==> src/rtl/program_loader.sv <==
// Assembles MSB-first bytes into words and writes them to instruction memory until HALT_WORD or memory full.
// One write cycle after each 4th accepted byte; o_byte_ready drops during the write and outside a load.
module program_loader #(
  parameter int unsigned          NB_DATA   = 32,
  parameter int unsigned          NB_ADDR   = 8,
  parameter logic [NB_DATA-1:0]   HALT_WORD = 32'hFFFF_FFFF
) (
  input  logic               clk,
  input  logic               i_rst_n,
  input  logic               i_start,
  input  logic [7:0]         i_byte,
  input  logic               i_byte_valid,
  output logic               o_byte_ready,
  output logic               o_we,
  output logic [NB_ADDR-1:0] o_waddr,
  output logic [NB_DATA-1:0] o_wdata,
  output logic               o_busy,
  output logic               o_done,
  output logic               o_overflow,
  output logic [NB_ADDR-2:0] o_word_count
);

  localparam int unsigned        NBYTES    = NB_DATA / 8;
  localparam int unsigned        NB_BCNT   = (NBYTES > 1) ? $clog2(NBYTES) : 1;
  localparam logic [NB_BCNT-1:0] LAST_BYTE = NB_BCNT'(NBYTES - 1);
  localparam logic [NB_ADDR-1:0] LAST_ADDR = {{(NB_ADDR-2){1'b1}}, 2'b00};

  typedef enum logic [1:0] {IDLE, RECV, WRITE, DONE} state_t;

  state_t             state;
  logic [NB_BCNT-1:0] byte_cnt;

  always_ff @(posedge clk) begin
    if (!i_rst_n) begin
      state        <= IDLE;
      byte_cnt     <= '0;
      o_byte_ready <= 1'b0;
      o_we         <= 1'b0;
      o_waddr      <= '0;
      o_wdata      <= '0;
      o_busy       <= 1'b0;
      o_done       <= 1'b0;
      o_overflow   <= 1'b0;
      o_word_count <= '0;
    end else begin
      case (state)
        IDLE, DONE: begin
          if (i_start) begin
            state        <= RECV;
            byte_cnt     <= '0;
            o_waddr      <= '0;
            o_word_count <= '0;
            o_done       <= 1'b0;
            o_overflow   <= 1'b0;
            o_byte_ready <= 1'b1;
            o_busy       <= 1'b1;
          end
        end
        RECV: begin
          if (i_byte_valid && o_byte_ready) begin
            // Byte k lands in its own lane, so a partial word survives valid gaps untouched
            for (int k = 0; k < NBYTES; k++) begin
              if (byte_cnt == NB_BCNT'(k)) o_wdata[NB_DATA-1-8*k -: 8] <= i_byte;
            end
            if (byte_cnt == LAST_BYTE) begin
              byte_cnt     <= '0;
              state        <= WRITE;
              o_byte_ready <= 1'b0;
              o_we         <= 1'b1;
            end else begin
              byte_cnt <= byte_cnt + NB_BCNT'(1);
            end
          end
        end
        WRITE: begin
          o_we         <= 1'b0;
          o_word_count <= o_word_count + (NB_ADDR-1)'(1);
          if (o_wdata == HALT_WORD) begin
            state  <= DONE;
            o_busy <= 1'b0;
            o_done <= 1'b1;
          end else if (o_waddr == LAST_ADDR) begin
            state      <= DONE;
            o_busy     <= 1'b0;
            o_done     <= 1'b1;
            o_overflow <= 1'b1;
          end else begin
            state        <= RECV;
            o_waddr      <= o_waddr + NB_ADDR'(4);
            o_byte_ready <= 1'b1;
          end
        end
        default: state <= IDLE;
      endcase
    end
  end

endmodule

==> config.mk <==
export PLATFORM = sky130hd
export DESIGN_NAME = program_loader
export DESIGN_NICKNAME = d
export VERILOG_FILES = /design/src/rtl/program_loader.sv
export SDC_FILE = /design/constraint.sdc
export NUM_CORES = 1
export LEC_CHECK = 0
export ABC_AREA = 1
export CAP_MARGIN = 20
export CORE_ASPECT_RATIO = 1.75
export CORE_MARGIN = 2
export CORE_UTILIZATION = 30
export DETAILED_ROUTE_END_ITERATION = 10
export GPL_TIMING_DRIVEN = 0
export MAX_ROUTING_LAYER = met4
export PLACE_DENSITY = 0.5
export SYNTH_ARGS = -nofsm -noshare
export SYNTH_HDL_FRONTEND = slang
export SYNTH_SLANG_ARGS = --single-unit
==> constraint.sdc <==
create_clock -name clk -period 2.1 [get_ports clk]
set_clock_uncertainty 0.2 [all_clocks]
set_input_delay 0.42 -clock clk [delete_from_list [all_inputs] [get_ports clk]]
set_output_delay 0.42 -clock clk [all_outputs]
set_load 0.01 [all_outputs]
==> results of run 1 <==
-- path summary, 6_finish.rpt --
| check | startpoint | to | slack, ps | cells past startpoint |
|---|---|---|---|---|
| worst max register to register | state[0] | o_word_count[6] | 200 | 10 |
| worst max-delay path | o_waddr[4] | o_waddr[4] | 170 | 1 |
| worst min-delay path | o_done | o_done | 260 | 2 |
| worst min register to register | o_done | o_done | 260 | 2 |
-- cell families after synthesis --
| logic type | count (synthesis) | synth area share, % |
|---|---|---|
| adders and majority gates | 10 | 4.99 |
| DFF | 54 | 43.1 |
| other | 1 | 0.150 |
| and+or+nand+nor | 194 | 32.7 |
| buffers and inverters | 39 | 6.24 |
| AOI/OAI and AO/OA | 60 | 12.8 |
-- synth_stat cells (all sizes together) --
library cell / instances
a211oi: 1
a21oi: 17
buf: 2
clkbuf: 4
conb: 1
dfxtp: 54
ha: 10
inv: 33
nand2: 69
nand3: 13
nand4: 3
nor2: 100
nor3: 6
nor3b: 3
o21ai: 41
o221a: 1
-- final cells by class --
type                    count  area share, %
plain buffers               6          0.883
well taps                  92           3.38
clock inverters             2           1.10
inverters                  33           3.71
multi-input cells         266           37.4
clock buffers               6           3.79
flip-flops and latches     54           31.8
repair buffers             61           17.9
-- power by group through the flow --
stage | clock (uW) | combinational, uW | sequential (uW)
after floorplan | 0 | 446 | 1250
after global placement | 0 | 756 | 1230
after detailed placement | 0 | 757 | 1230
after CTS | 983 | 760 | 1210
after global routing | 1020 | 849 | 1220
final | 954 | 753 | 1210
-- stage by stage --
stage	area (sq um)	hold slack [ps]	util (%)	setup slack [ps]
4_1_cts	3400	256	41.5	154
3_5_place_dp	3240	242	39.4	-22.1
6_report	3400	261	41.5	170
2_1_floorplan	2510	270	-	365
3_3_place_gp	3240	245	39.4	-12.3
5_1_grt	3400	273	41.5	77.6
-- per-layer routing --
layer	GRT usage, %	wire length, um	vias up
met5	-	0	-
met4	10.3	410	0
met3	2.67	298	23
met2	28.7	3630	81
met1	16.9	2780	1114
li1	-	-	1281
-- state kept, by name, indices dropped and copies added (netlist names) --
register and cells:
byte_cnt 2, o_busy 1, o_byte_ready 1, o_done 1
o_overflow 1, o_waddr 6, o_wdata 32, o_we 1
o_word_count 7, state 2
==> qor.yml, run 1 <==
outcome:
  status: "finished, final reports clean"
run:
  maxCapViolCount: 0
placed_design:
  place_inst: 512
  port_buffers: 61
  hpwl_um: 5560
  place_congestion: 0.838
floorplanning:
  ioPinCount: 64
  core_sq_mm: 0.00820
  die_x_um: 73.1
  dieArea_sq_mm: 0.00913
  start_util_pct: 30.6
  die_h_um: 125
  row_count: 44
pwr:
  clock_power_share_pct: 32.7
  power_frac_comb_pct: 25.9
  switching_share_pct: 31.4
  irDropWorstVdd_v: 0.000371
  powerDensity_mw_per_mm2: 856
  p_switching_uw: 915
  leakage_uw: 0.00130
  p_total_uw: 2910
  internal_power_uw: 2000
  p_seq_share_pct: 41.4
cts:
  postCtsSetupRepairBufs: 0
  cts_tree: "yes"
  cts_resized: 0
  ctsHtreeMaxLevel: 2
  clock_latency_ps: 290
  cts_made_buffers: 5
  hold_buffers: 0
  root_buffer: "clkbuf_16"
  clk_pin_slew_ps: 70
  clock-sinks: 54
  cts.path.max_buffers: 2
timing:
  rsz0062_at_grt: "no"
  hold_viol: 0
  period_minus_slack_ps: 1930
  tns_ps: 0
  period_share_pct: 91.9
  slew_viol_final: 0
  clock.fmax_mhz: 518
  setup_viol: 0
drt:
  drtIter0Drc: 140
  dr.pass1.iters: 4
  wire_per_inst_um: 13.7
  drt_wl_total_um: 7110
  drc: 0
  route.antenna.remaining_nets: 0
  viasPerCell: 4.81
  vias: 2499
setup_path:
  critPathTopFamily: "buffers and inverters"
  worst_setup_path_end_kind: "output pin"
  cp-start-kind: "register"
  crit_required_ps: 1480
  critical-path-max-stage-delay_ps: 580
  worstPathArrival_ps: 1310
  criticalPathCategory: "reg2out"
  cp_cell_sequence: "clkdlybuf4s50_1"
  crit_path_max_fanout: 6
  crit_slowest_cell: "clkdlybuf4s50_1"
  critPathBufInv: 1
cells_and_area:
  fin_cells: 520
  regArea_sq_mm: 0.00108
  fillCellCount: 873
  multi_input_area_sq_mm: 0.00127
  num_antenna_cells: 0
  layout-drive-gt1-share_pct: 6.54
  syn_to_final_growth_pct: 35.7
  layout_common_cells: "nor2_1 (97), nand2_1 (65), clkdlybuf4s50_1 (61), dfxtp_1 (54), o21ai_0 (39)"
  layout_commonest_cell: "nor2_1"
  nets: 449
global_route:
  grt_pass1_vias: 2418
  grt_pass1_wl_um: 11500
  grt_start_max_net_pins: 17
  overflow: 0
  antenna_found_initial: 0
  grt_usage_pct: 16.7
synthesis:
  synth_largest_area_cell: "dfxtp_1"
  synthTopCellsByArea: "dfxtp_1 (43%), nor2_1 (15%), nand2_1 (9.7%)"
  avgSynthCellArea_sq_um: 7.00
  ys_ff_latch: 54
  netlist.area_leader.share_pct: 43.1
  ys_types: 25
  ys_seq_area_share_pct: 43.1
  syn_area_sq_mm: 0.00251
  ys_warn_count: 0
  synthCells: 358
worst_hold_path:
  hold_class: "reg2reg"
No activity file was read; power rests on OpenSTA's default activity.
==> inputs of run 2 (changes only) <==
--- a/config.mk
+++ b/config.mk
@@ -6,7 +6,7 @@
 export NUM_CORES = 1
 export LEC_CHECK = 0
 export ABC_AREA = 1
-export CAP_MARGIN = 20
+export CAP_MARGIN = 0
 export CORE_ASPECT_RATIO = 1.75
 export CORE_MARGIN = 2
 export CORE_UTILIZATION = 30
==> results of run 2 <==
Same layout as run 1: the final DEF is identical, and so are final timing and power.
